$ cat src/rtl/vgm_sn_sequencer_if.sv
// Byte-stream and PSG register-write bundle for vgm_sn_sequencer.
// master: stream source / PSG sink side; slave: the sequencer.
interface vgm_sn_sequencer_if;
    logic [7:0] in_data;
    logic       in_valid;
    logic       out_ready;
    logic [3:0] out_reg;
    logic [7:0] out_val;
    logic       out_wr;

    modport master (
        output in_data,
        output in_valid,
        input  out_ready,
        input  out_reg,
        input  out_val,
        input  out_wr
    );

    modport slave (
        input  in_data,
        input  in_valid,
        output out_ready,
        output out_reg,
        output out_val,
        output out_wr
    );
endinterface

$ cat src/rtl/vgm_sn_sequencer.sv
// VGM command sequencer feeding the sn76489 register-write port with sample-accurate waits.
// Optional VGM_SKIP_UNKNOWN_EN: skip unknown opcodes with their operands instead of erroring.
module vgm_sn_sequencer #(
    parameter int unsigned CLK_PER_SAMPLE = 567
) (
    input  logic              in_clk,
    input  logic              in_rst,
    input  logic              in_start,
    vgm_sn_sequencer_if.slave bus,
    output logic              out_busy,
    output logic              out_done,
    output logic              out_error
);

    localparam int unsigned     DivW    = (CLK_PER_SAMPLE > 1) ? $clog2(CLK_PER_SAMPLE) : 1;
    localparam logic [DivW-1:0] DivLast = DivW'(CLK_PER_SAMPLE - 1);

    typedef enum logic [3:0] {
        StIdle,
        StFetchOp,
        StFetchA0,
        StFetchA1,
        StWrite,
        StWrGap,
        StWait,
`ifdef VGM_SKIP_UNKNOWN_EN
        StSkip,
`endif
        StDone,
        StError
    } state_e;

    state_e          state_q;
    logic [7:0]      op_q;
    logic [7:0]      lo_q;
    logic [2:0]      latch_q;
    logic [15:0]     samples_q;
    logic [DivW-1:0] div_q;
    logic [3:0]      reg_q;
    logic [7:0]      val_q;
    logic            wr_q;
    logic            ready;
    logic            hs;
    logic [15:0]     arg_n;

`ifdef VGM_SKIP_UNKNOWN_EN
    logic [2:0] skip_q;

    function automatic logic [2:0] skip_len(input logic [7:0] op);
        logic [2:0] n;
        n = 3'd0;
        if ((op >= 8'h30 && op <= 8'h3F) || op == 8'h4F) begin
            n = 3'd1;
        end else if ((op >= 8'h40 && op <= 8'h4E) || (op >= 8'h51 && op <= 8'h5F) ||
                     (op >= 8'hA0 && op <= 8'hBF)) begin
            n = 3'd2;
        end else if (op >= 8'hC0 && op <= 8'hDF) begin
            n = 3'd3;
        end else if (op >= 8'hE0) begin
            n = 3'd4;
        end
        return n;
    endfunction
`endif

    always_comb begin
        ready = 1'b0;
        if (state_q == StFetchOp || state_q == StFetchA0 || state_q == StFetchA1) begin
            ready = 1'b1;
        end
`ifdef VGM_SKIP_UNKNOWN_EN
        if (state_q == StSkip) begin
            ready = 1'b1;
        end
`endif
    end

    assign hs    = bus.in_valid && ready;
    assign arg_n = {bus.in_data, lo_q};

    always_ff @(posedge in_clk) begin
        if (in_rst) begin
            state_q   <= StIdle;
            op_q      <= 8'h00;
            lo_q      <= 8'h00;
            latch_q   <= 3'd0;
            samples_q <= 16'd0;
            div_q     <= '0;
            reg_q     <= 4'd0;
            val_q     <= 8'h00;
            wr_q      <= 1'b0;
`ifdef VGM_SKIP_UNKNOWN_EN
            skip_q    <= 3'd0;
`endif
        end else begin
            wr_q <= 1'b0;
            unique case (state_q)
                StIdle: begin
                    if (in_start) begin
                        state_q <= StFetchOp;
                    end
                end
                StFetchOp: begin
                    if (hs) begin
                        op_q <= bus.in_data;
                        unique casez (bus.in_data)
                            8'h50, 8'h61: state_q <= StFetchA0;
                            8'h62: begin
                                samples_q <= 16'd735;
                                div_q     <= '0;
                                state_q   <= StWait;
                            end
                            8'h63: begin
                                samples_q <= 16'd882;
                                div_q     <= '0;
                                state_q   <= StWait;
                            end
                            8'b0111_????: begin
                                samples_q <= {12'd0, bus.in_data[3:0]} + 16'd1;
                                div_q     <= '0;
                                state_q   <= StWait;
                            end
                            8'h66: state_q <= StDone;
                            default: begin
`ifdef VGM_SKIP_UNKNOWN_EN
                                if (skip_len(bus.in_data) != 3'd0) begin
                                    skip_q  <= skip_len(bus.in_data);
                                    state_q <= StSkip;
                                end else begin
                                    state_q <= StError;
                                end
`else
                                state_q <= StError;
`endif
                            end
                        endcase
                    end
                end
                StFetchA0: begin
                    if (hs) begin
                        if (op_q == 8'h50) begin
                            // Register index comes from a latch byte, else from the last latch.
                            val_q <= bus.in_data;
                            wr_q  <= 1'b1;
                            if (bus.in_data[7]) begin
                                latch_q <= bus.in_data[6:4];
                                reg_q   <= {1'b0, bus.in_data[6:4]};
                            end else begin
                                reg_q   <= {1'b0, latch_q};
                            end
                            state_q <= StWrite;
                        end else begin
                            lo_q    <= bus.in_data;
                            state_q <= StFetchA1;
                        end
                    end
                end
                StFetchA1: begin
                    if (hs) begin
                        if (arg_n == 16'd0) begin
                            state_q <= StFetchOp;
                        end else begin
                            samples_q <= arg_n;
                            div_q     <= '0;
                            state_q   <= StWait;
                        end
                    end
                end
                StWrite: state_q <= StWrGap;
                StWrGap: state_q <= StFetchOp;
                StWait: begin
                    if (div_q == DivLast) begin
                        div_q     <= '0;
                        samples_q <= samples_q - 16'd1;
                        if (samples_q == 16'd1) begin
                            state_q <= StFetchOp;
                        end
                    end else begin
                        div_q <= div_q + DivW'(1);
                    end
                end
`ifdef VGM_SKIP_UNKNOWN_EN
                StSkip: begin
                    if (hs) begin
                        skip_q <= skip_q - 3'd1;
                        if (skip_q == 3'd1) begin
                            state_q <= StFetchOp;
                        end
                    end
                end
`endif
                StDone:  state_q <= StDone;
                StError: state_q <= StError;
                default: state_q <= StIdle;
            endcase
        end
    end

    assign bus.out_ready = ready;
    assign bus.out_reg   = reg_q;
    assign bus.out_val   = val_q;
    assign bus.out_wr    = wr_q;
    assign out_busy      = !(state_q == StIdle || state_q == StDone || state_q == StError);
    assign out_done      = (state_q == StDone);
    assign out_error     = (state_q == StError);

endmodule
$ cat src/flat_wrapper.sv
// flat-port wrapper written by rule: the top's interface ports become plain ports
module vgm_sn_sequencer_flat 
#(
    parameter int unsigned CLK_PER_SAMPLE = 567
)
  (in_clk, in_rst, in_start, out_busy, out_done, out_error, bus_in_data, bus_in_valid, bus_out_ready, bus_out_reg, bus_out_val, bus_out_wr);
  vgm_sn_sequencer_if bus_i ();
  input  logic in_clk;
  input  logic in_rst;
  input  logic in_start;
  output logic out_busy;
  output logic out_done;
  output logic out_error;
  input wire logic [$bits(bus_i.in_data)-1:0] bus_in_data;
  input wire logic [$bits(bus_i.in_valid)-1:0] bus_in_valid;
  output wire logic [$bits(bus_i.out_ready)-1:0] bus_out_ready;
  output wire logic [$bits(bus_i.out_reg)-1:0] bus_out_reg;
  output wire logic [$bits(bus_i.out_val)-1:0] bus_out_val;
  output wire logic [$bits(bus_i.out_wr)-1:0] bus_out_wr;
  assign bus_i.in_data = bus_in_data;
  assign bus_i.in_valid = bus_in_valid;
  assign bus_out_ready = bus_i.out_ready;
  assign bus_out_reg = bus_i.out_reg;
  assign bus_out_val = bus_i.out_val;
  assign bus_out_wr = bus_i.out_wr;
  vgm_sn_sequencer #(.CLK_PER_SAMPLE(CLK_PER_SAMPLE)) u_core (.in_clk(in_clk), .in_rst(in_rst), .in_start(in_start), .bus(bus_i), .out_busy(out_busy), .out_done(out_done), .out_error(out_error));
endmodule
$ cat config.mk
export PLATFORM = sky130hd
export DESIGN_NAME = vgm_sn_sequencer_flat
export DESIGN_NICKNAME = d
export VERILOG_FILES = /design/src/rtl/vgm_sn_sequencer_if.sv /design/src/rtl/vgm_sn_sequencer.sv /design/src/flat_wrapper.sv
export SDC_FILE = /design/constraint.sdc
export NUM_CORES = 1
export LEC_CHECK = 0
export ABC_AREA = 1
export CORE_UTILIZATION = 50
export CTS_CLUSTER_SIZE = 28
export DETAILED_ROUTE_END_ITERATION = 8
export GPL_TIMING_DRIVEN = 0
export HOLD_SLACK_MARGIN = 0.08
export PLACE_DENSITY = 0.79
export SYNTH_ARGS = -nofsm -noshare
export SYNTH_HDL_FRONTEND = slang
export SYNTH_SLANG_ARGS = --single-unit
$ cat constraint.sdc
create_clock -name in_clk -period 2 [get_ports in_clk]
set_clock_uncertainty 0.1 [all_clocks]
set_input_delay 0.3 -clock in_clk [delete_from_list [all_inputs] [get_ports in_clk]]
set_output_delay 0.3 -clock in_clk [all_outputs]
set_load 0.03 [all_outputs]
==> Yosys cells after proc, flatten, opt, wreduce, memory -nomap -nowiden <==
Cells that the tools add are included.
{ "word_totals": {"out_inout_bits": 17, "n_memories": 0, "latch_bits": 0, "mem_bits_rw": 0, "register_bits": 62, "mem_bits_ro": 0} }
{ "classes": {"bitwise": 3, "shift": 0, "div": 0, "mul": 0, "eq_ne": 26, "magnitude_cmp": 0, "addsub": 3, "n_mux": 25, "reduce_logical": 19} }
{ "ops": {"columns": ["operator", "count"], "rows": [
  ["case mux 16 bit (3 select lines)", 2],
  ["2-to-1 mux 16 bit", 4],
  ["2-to-1 mux 10 bit", 5],
  ["== test 8 x 7 -> 1 bit, second input constant", 6],
  ["case mux 4 bit (9 select lines)", 1],
  ["case mux 10 bit (3 select lines)", 1],
  ["2-to-1 mux 4 bit", 6],
  ["== test 4 x 3 -> 1 bit, second input constant", 5],
  ["== test 16 x 1 -> 1 bit, second input constant", 1],
  ["zero test 16 bit", 1],
  ["subtractor 16 x 1 -> 16 bit, second input constant", 1],
  ["case mux 4 bit (3 select lines)", 1],
  ["AND reduction 6 bit", 2],
  ["adder 10 x 1 -> 10 bit, second input constant", 1],
  ["== test 10 bit, second input constant", 1],
  ["!= test 2 x 1 -> 1 bit, second input constant", 5],
  ["2-to-1 mux 3 bit", 3],
  ["== test 4 x 2 -> 1 bit, second input constant", 2],
  ["!= test 2 bit, second input constant", 3],
  ["AND reduction 3 bit", 2],
  ["OR reduction 3 bit", 2],
  ["adder 4 x 1 -> 5 bit, second input constant", 1],
  ["AND reduction 5 bit", 1],
  ["== test 4 x 1 -> 1 bit, second input constant", 1],
  ["other kinds (12)", 18]
]} }

==> Longest topological paths before layout <==
Gate-level depths: netlist of the first run.
{ "depth": {"word_depth": 7, "ltp_mapped": 13, "mapped_depth_nobuf": 11} }

==> Least setup slack after synthesis of the first run <==
OpenSTA, ideal clock, no wires.
{ "synth_timing": {"kind": "register to output", "from": "register u_core.state_q[1]", "to": "output out_busy", "stages_incl_launch_ff": 4, "setup_slack_ns": 0.233, "t_arrival_ns": 1.367, "t_required_ns": 1.600, "n_path_buf": 0, "cell_sequence": "dfxtp_1 > nand2_1 > nor2_1 > nor2_1"} }
{ "synth_between": {"elab_chain_len": 4, "elab_cells_between_ends": 6, "cone_classes": "eq/ne (2); reduce/logical (4)"} }
{ "synth_rtl": {"columns": ["item", "line", "source"], "rows": [
  ["from (decl)", "vgm_sn_sequencer.sv:33", "state_e state_q;"],
  ["from (signal assigned)", "vgm_sn_sequencer.sv:83", "state_q <= StIdle;"],
  ["from (signal assigned)", "vgm_sn_sequencer.sv:100", "state_q <= StFetchOp;"],
  ["from (signal assigned)", "vgm_sn_sequencer.sv:107", "8'h50, 8'h61: state_q <= StFetchA0;"],
  ["== test 4 x 3 -> 1 bit", null, null],
  ["named net out_done", "flat_wrapper.sv:12", "output logic out_done;"],
  ["logical OR 1 bit (2 in a row)", "vgm_sn_sequencer.sv:203", "assign out_busy = !(state_q == StIdle || state_q == StDone || state_q == StError);"],
  ["zero test 1 bit", "vgm_sn_sequencer.sv:203", null],
  ["to (decl)", "flat_wrapper.sv:11", "output logic out_busy;"]
]} }
The timed path passes the listed nets, and every way through them passes these cells.

==> Worst setup path in the final report of the first run <==
{ "layout_timing": {"from": "register u_core.state_q[0]", "to": "output bus_out_ready"} }
{ "layout_between": {"elab_chain_len": 4, "elab_cells_between_ends": 6, "cone_classes": "eq/ne (3); mux (1); reduce/logical (2)"} }
{ "layout_rtl": {"columns": ["item", "line", "source"], "rows": [
  ["== test 4 x 1 -> 1 bit / == test 4 x 2 -> 1 bit (equally long branches)", "vgm_sn_sequencer.sv:68", "if (state_q == StFetchOp || state_q == StFetchA0 || state_q == StFetchA1) begin"],
  ["logical OR 1 bit", "vgm_sn_sequencer.sv:68", null],
  ["logical OR 1 bit (*)", "vgm_sn_sequencer.sv:68", null],
  ["2-to-1 mux 1 bit (*)", "vgm_sn_sequencer.sv:68", null],
  ["to (decl)", "flat_wrapper.sv:16", "output wire logic [$bits(bus_i.out_ready)-1:0] bus_out_ready;"]
]} }
Every way passes the cells marked *; elsewhere a longest branch is shown, timed or not.

==> results of run 1 <==
-- cell usage in the layout (no fill, tap or decap), types with 6 or more instances in the layout --
| master | instances |
|---|---|
| inv_1 | 57 |
| inv_2 | 7 |
| nand3_1 | 46 |
| nor2_1 | 83 |
| clkdlybuf4s50_1 | 14 |
| clkbuf_8 | 11 |
| nand2_1 | 133 |
| buf_2 | 7 |
| nor2_2 | 6 |
| dfxtp_1 | 60 |
| buf_4 | 6 |
| clkbuf_1 | 6 |
| a21oi_1 | 43 |
| nand4_1 | 12 |
| o21ai_0 | 30 |
| ha_1 | 8 |
-- logic make-up after synthesis --
kind of cell | after synthesis | synth area share [%]
AND/OR/NAND/NOR | 306 | 37.9
AO/OA/AOI/OAI | 94 | 14.2
adder cells (fa/ha/maj) | 8 | 2.75
XOR/XNOR | 4 | 0.962
buffers and inverters | 85 | 10.5
flip-flops | 61 | 33.5
other | 1 | 0.103
-- final cells by class --
| type | instances | area [sq um] | share of cell area [%] |
|---|---|---|---|
| buffer | 19 | 133 | 3.12 |
| inverter | 66 | 249 | 5.86 |
| tap | 96 | 120 | 2.83 |
| clock inverter | 3 | 45.0 | 1.06 |
| multi-input combinational | 413 | 2060 | 48.4 |
| sequential | 61 | 1220 | 28.8 |
| timing repair buffer | 29 | 270 | 6.36 |
| clock buffer | 12 | 155 | 3.65 |
-- critical path, cell delays in order, from the launching register on --
cell             delay (ns)
dfxtp_1                0.43
inv_1                  0.13
nand2_4                0.11
nand2_4                0.07
inv_1                  0.06
clkdlybuf4s15_1        0.36
-- worst max-delay path by stage --
stage               slack (ns)                  end
finish                    0.10        bus_out_ready
global placement         -0.43  u_core.samples_q[3]
detailed placement       -0.46  u_core.samples_q[3]
floorplan                 0.23             out_busy
global route             0.007        bus_out_ready
CTS                       0.02  u_core.samples_q[3]
-- power by group through the flow --
stage                     logic (mW)  registers (mW)  clock network, mW
after global placement          1.34            1.44                  0
after CTS                       1.36            1.42               1.14
after global routing            1.59            1.43               1.20
after detailed placement        1.37            1.44                  0
after floorplan                 1.08            1.42                  0
final                           1.39            1.42               1.14
-- metrics by stage --
stage,setup WS (ns),utilization [%],power (mW),hold slack (ns)
floorplan,0.233,-,2.50,0.330
global placement,-0.430,57.9,2.78,0.343
detailed placement,-0.461,57.9,2.81,0.350
CTS,0.0158,61.0,3.92,0.207
global route,0.00683,61.6,4.22,0.226
finish,0.100,61.6,3.95,0.204
-- metal layers --
layer  track usage, %  up-vias  share of wire, %
li1                 -     1881                 -
met1             36.0     1718                44
met2             40.9      151                46
met3             4.27       17               7.8
met4             10.4        0               1.8
met5                0        -                 0
-- timing repair --
action,in CTS,in global routing
resized for setup,11,17
pin swaps,0,1
gates cloned,0,0
buffers inserted,1,4
setup endpoints to repair,21,31
==> results.sh, run 1 <==
export IMPL_status="finished, final reports clean"
export IMPL_worstMarginPinSlew_ns=0.502
export IMPL_p_switching_mw=1.53
export IMPL_ir_drop_v=0.000640
export IMPL_antenna_found_initial=0
export IMPL_fin_crit_sh_pct=95.0
export IMPL_place_gp_congestion=0.884
export IMPL_start_util_pct=52.7
export IMPL_design_area_sq_um=4250
export IMPL_combPwrFrac_pct=35.1
export IMPL_final_cell_count_no_fill=699
export IMPL_hpwl_um=7030
export IMPL_drtAntennaViolNets=0
export IMPL_largest_reg_flops=16
export IMPL_dieArea_sq_um=7630
export IMPL_worstRegToRegCells=7
export IMPL_cts_hold_buf=0
export IMPL_ys_top_cells_by_area="dfxtp_1 34%, nand2_1 14%, nor2_1 8.8%"
export IMPL_cp_arrival_ns=1.50
export IMPL_drc_errors=0
export IMPL_min_to="u_core.div_q[6]"
export IMPL_yosys_area_top_type="dfxtp_1"
export IMPL_synthCells=559
export IMPL_grt_overflow=0
export IMPL_num_antenna_cells=0
export IMPL_clk_insertion_delay_late_ns=0.34
export IMPL_report_final_setup_viol=0
export IMPL_layout_drive_gt1_share_pct=12.4
export IMPL_via_count=3767
export IMPL_cts_buffers=9
export IMPL_hold_depth=2
export IMPL_reg2reg_from="u_core.state_q[2]"
export IMPL_seq_power_share_pct=36.0
export IMPL_yosys_cell_types_count=39
export IMPL_hold_class="in2reg"
export IMPL_die_width_um=87.3
export IMPL_grt_usage_pct=26.2
export IMPL_dpl_cell_area_sq_um=4000
export IMPL_yosysMostFrequentCell="nand2_1"
export IMPL_syn_area_sq_um=3640
export IMPL_yosys_warnings=0
export IMPL_htree_levels=3
export IMPL_synth_common_cells="133 x nand2_1, 85 x nor2_1, 61 x dfxtp_1, 60 x inv_1, 47 x nand3_1"
export IMPL_cell_internal_pwr_mw=2.42
export IMPL_viasPerCell=5.39
export IMPL_grt_first_pass_wirelength_um=15500
export IMPL_grt_pass1_vias=3332
export IMPL_power_density_nw_per_um2=929
export IMPL_worst_path_max_fanout=5
export IMPL_start_kind="register"
export IMPL_drtPass1Iterations=7
export IMPL_reg2reg_to="u_core.op_q[5]"
export IMPL_clock_path_buffers=2
export IMPL_area_delta_synth_final_pct=16.8
export IMPL_cp_end_kind="output port"
export IMPL_core_sq_um=6910
export IMPL_syn_nets=579
export IMPL_finalHoldViolCount=0
export IMPL_synth_flop_cell="dfxtp_1"
export IMPL_yosysTopAreaCellShare_pct=33.5
export IMPL_ys_seq_area_share_pct=33.5
export IMPL_relSlewSlack_pct=66.5
export IMPL_syn_avg_cell_area_sq_um=6.51
export IMPL_r2r_slack_ns=0.16
export IMPL_dp_cells=679
export IMPL_die_y_um=87.3
export IMPL_io_buffers=24
export IMPL_startpoint="u_core.state_q[0]"
export IMPL_synth_seq_cells=61
export IMPL_drv_slew=0
export IMPL_cts_root_buffer="clkbuf_8"
export IMPL_rows=30
export IMPL_io_pins=29
export IMPL_reg_largest_list="u_core.samples_q: 16 flops, u_core.div_q: 10 flops"
export IMPL_routed_wl_um=9470
export IMPL_wire_per_inst_um=13.5
export IMPL_fmax_ghz=0.526
export IMPL_worstSetupPathType="reg2out"
export IMPL_period_minus_slack_ns=1.90
export IMPL_switching_share_pct=38.7
export IMPL_cts_tree="built"
export IMPL_clockPowerShare_pct=28.9
export IMPL_fillCellCount=652
export IMPL_cts_sinks=61
export IMPL_hold_start="in_rst"
export IMPL_path_clk_slew_ns=0.07
export IMPL_cp_required_ns=1.60
export IMPL_drt_iter0_drc=263
export IMPL_p_leak_nw=1.85
export IMPL_synth_edf_count=0
export IMPL_synthArstFlopShare_pct=0
export IMPL_drv_cap=0
export IMPL_max_flop_register="u_core.samples_q"
export IMPL_fin_tns_setup_ns=0
export IMPL_rsz0062_at_grt="no"
export IMPL_fin_nets=619
export IMPL_grt_max_degree=11
Power figures use the tool's default switching activity.
==> inputs of run 2 (changes only) <==
- SETUP_SLACK_MARGIN: default -> 0.1
==> run 2 against run 1 <==
Flip-flop and latch count is the same. Cell area grew 0.35%. Utilization grew 0.22 points. Worst setup slack gained 0.035 ns. Clock-buffer cell count is the same. Largest cell class unchanged.
==> results.sh, run 2 (synthesis results as in run 1) <==
export IMPL_antenna_found_initial=0
export IMPL_grt_first_pass_wirelength_um=15500
export IMPL_reg2reg_to="u_core.op_q[5]"
export IMPL_io_pins=29
export IMPL_report_final_setup_viol=0
export IMPL_cell_internal_pwr_mw=2.44
export IMPL_hold_class="in2reg"
export IMPL_drtPass1Iterations=7
export IMPL_worst_path_max_fanout=5
export IMPL_die_y_um=87.3
export IMPL_clock_path_buffers=2
export IMPL_grt_max_degree=11
export IMPL_cts_sinks=61
export IMPL_final_cell_count_no_fill=698
export IMPL_status="finished, final reports clean"
export IMPL_cts_root_buffer="clkbuf_8"
export IMPL_num_antenna_cells=0
export IMPL_worstRegToRegCells=7
export IMPL_drv_slew=0
export IMPL_cpPeakStageDelay_ns=0.40
export IMPL_die_width_um=87.3
export IMPL_rows=30
export IMPL_via_count=3771
export IMPL_htree_levels=3
export IMPL_start_kind="register"
export IMPL_multiInputGateArea_sq_um=2080
export IMPL_period_minus_slack_ns=1.87
export IMPL_finalHoldViolCount=0
export IMPL_cpMaxStageDelayCell="dfxtp_2"
export IMPL_fin_nets=618
export IMPL_cts_buffers=9
export IMPL_dp_cells=679
export IMPL_switching_share_pct=38.7
export IMPL_cp_end_kind="output port"
export IMPL_dieArea_sq_um=7630
export IMPL_seq_power_share_pct=35.7
export IMPL_cp_arrival_ns=1.47
export IMPL_path_clk_slew_ns=0.07
export IMPL_power_density_nw_per_um2=933
export IMPL_p_switching_mw=1.54
export IMPL_grt_usage_pct=26.2
export IMPL_hpwl_um=7030
export IMPL_grt_overflow=0
export IMPL_max_flop_register="u_core.samples_q"
export IMPL_startpoint="u_core.state_q[1]"
export IMPL_largest_reg_flops=16
export IMPL_reg2reg_from="u_core.state_q[2]"
export IMPL_endpoint="out_busy"
export IMPL_area_delta_synth_final_pct=17.2
export IMPL_fmax_ghz=0.536
export IMPL_viasPerCell=5.40
export IMPL_io_buffers=24
export IMPL_wire_per_inst_um=13.5
export IMPL_layout_common_cells="132 x nand2_1, 83 x nor2_1, 58 x dfxtp_1, 56 x inv_1, 45 x nand3_1"
export IMPL_p_leak_nw=1.82
export IMPL_worstMarginPinSlew_ns=0.510
export IMPL_grt_pass1_vias=3332
export IMPL_drc_errors=0
export IMPL_seqCellArea_sq_um=1220
export IMPL_layout_drive_gt1_share_pct=13.5
export IMPL_cp_required_ns=1.60
export IMPL_core_sq_um=6910
export IMPL_routed_wl_um=9440
export IMPL_drv_cap=0
export IMPL_relSlewSlack_pct=66.0
export IMPL_finalPower_mw=3.98
export IMPL_rsz0062_at_grt="yes"
export IMPL_cts_tree="built"
export IMPL_final_common_cell="nand2_1"
export IMPL_fillCellCount=646
export IMPL_fin_crit_sh_pct=93.3
export IMPL_drtAntennaViolNets=0
export IMPL_reg_largest_list="u_core.samples_q: 16 flops, u_core.div_q: 10 flops"
export IMPL_place_gp_congestion=0.884
export IMPL_ir_drop_v=0.000652
export IMPL_clk_insertion_delay_late_ns=0.35
export IMPL_post_route_util_pct=61.8
export IMPL_worstSetupPathType="reg2out"
export IMPL_start_util_pct=52.7
export IMPL_drt_iter0_drc=347
export IMPL_r2r_slack_ns=0.20
export IMPL_clockPowerShare_pct=28.7
export IMPL_combPwrFrac_pct=35.6
export IMPL_cp_cell_sequence="nand2_1 -> nor2_4 -> nor2_1 -> clkdlybuf4s15_2"
-- run 2: cell count changes in the layout (fill, tap and decap cells not counted), sizes merged --
cell | before | now
dlymetal6s2s | 4 | 1
dlygate4sd2 | 2 | 3
clkdlybuf4s15 | 1 | 4
clkbuf | 20 | 19
buf | 19 | 18
-- run 2: per-layer routing --
layer  vias to the layer above  routed length (um)  track usage [%]
met2                       134                4300             40.9
met5                         -                   0                0
met3                        19                 551             4.27
met1                      1735                4400             36.0
met4                         0                 184             10.4
li1                       1883                   -                -
-- run 2: per-stage QoR --
| step | area (sq um) | hold WS [ns] | setup slack, ns | setup TNS, ns |
|---|---|---|---|---|
| CTS | 4220 | 0.207 | 0.104 | 0 |
| floorplan | 3640 | 0.330 | 0.233 | 0 |
| finish | 4270 | 0.205 | 0.135 | 0 |
| detailed placement | 4000 | 0.350 | -0.461 | -11.20 |
| global placement | 4000 | 0.343 | -0.430 | -10.04 |
| global route | 4270 | 0.226 | 0.0829 | 0 |
-- run 2: worst min path at each step --
stage / from / end / slack (ns) / cells after the start
2_1_floorplan: u_core.op_q[0] / u_core.op_q[0] / 0.33 / 2
3_3_place_gp: u_core.op_q[0] / u_core.op_q[0] / 0.34 / 2
3_5_place_dp: u_core.op_q[7] / u_core.op_q[7] / 0.35 / 2
4_1_cts: in_rst / u_core.div_q[6] / 0.21 / 2
5_1_grt: in_rst / u_core.div_q[6] / 0.23 / 2
6_report: in_rst / u_core.div_q[6] / 0.20 / 2
-- run 2: what timing repair did --
action | in CTS | in global routing
hold buffers | 0 | 0
buffers inserted | 1 | 3
endpoints found under the setup margin | 31 | 33
pin swaps | 0 | 2
gates cloned | 0 | 0
gates resized for setup | 23 | 15
-- run 2: layout make-up --
class / count / area share [%]
multi-input cells: 413 / 48.7
plain buffers: 19 / 3.11
well taps: 96 / 2.82
flip-flops and latches: 61 / 28.7
clock buffers: 12 / 3.64
inverters: 66 / 5.84
repair buffers: 28 / 6.16
clock inverters: 3 / 1.06
-- run 2: critical path: cells and delay by family (launching register included) --
kind | cells | cell delay, ns
simple gates | 3 | 0.43
flops | 1 | 0.40
buf+inv | 1 | 0.28
-- run 2: power groups by stage --
stage / logic, mW / clock network (mW) / registers (mW)
finish: 1.42 / 1.14 / 1.42
global route: 1.63 / 1.20 / 1.43
CTS: 1.37 / 1.14 / 1.42
detailed placement: 1.37 / 0 / 1.44
global placement: 1.34 / 0 / 1.44
floorplan: 1.08 / 0 / 1.42
==> inputs of run 3 (changes only) <==
- SLEW_MARGIN: default -> 10
==> results of run 3 <==
Same layout as run 2: the final DEF is identical, and so are final timing and power.
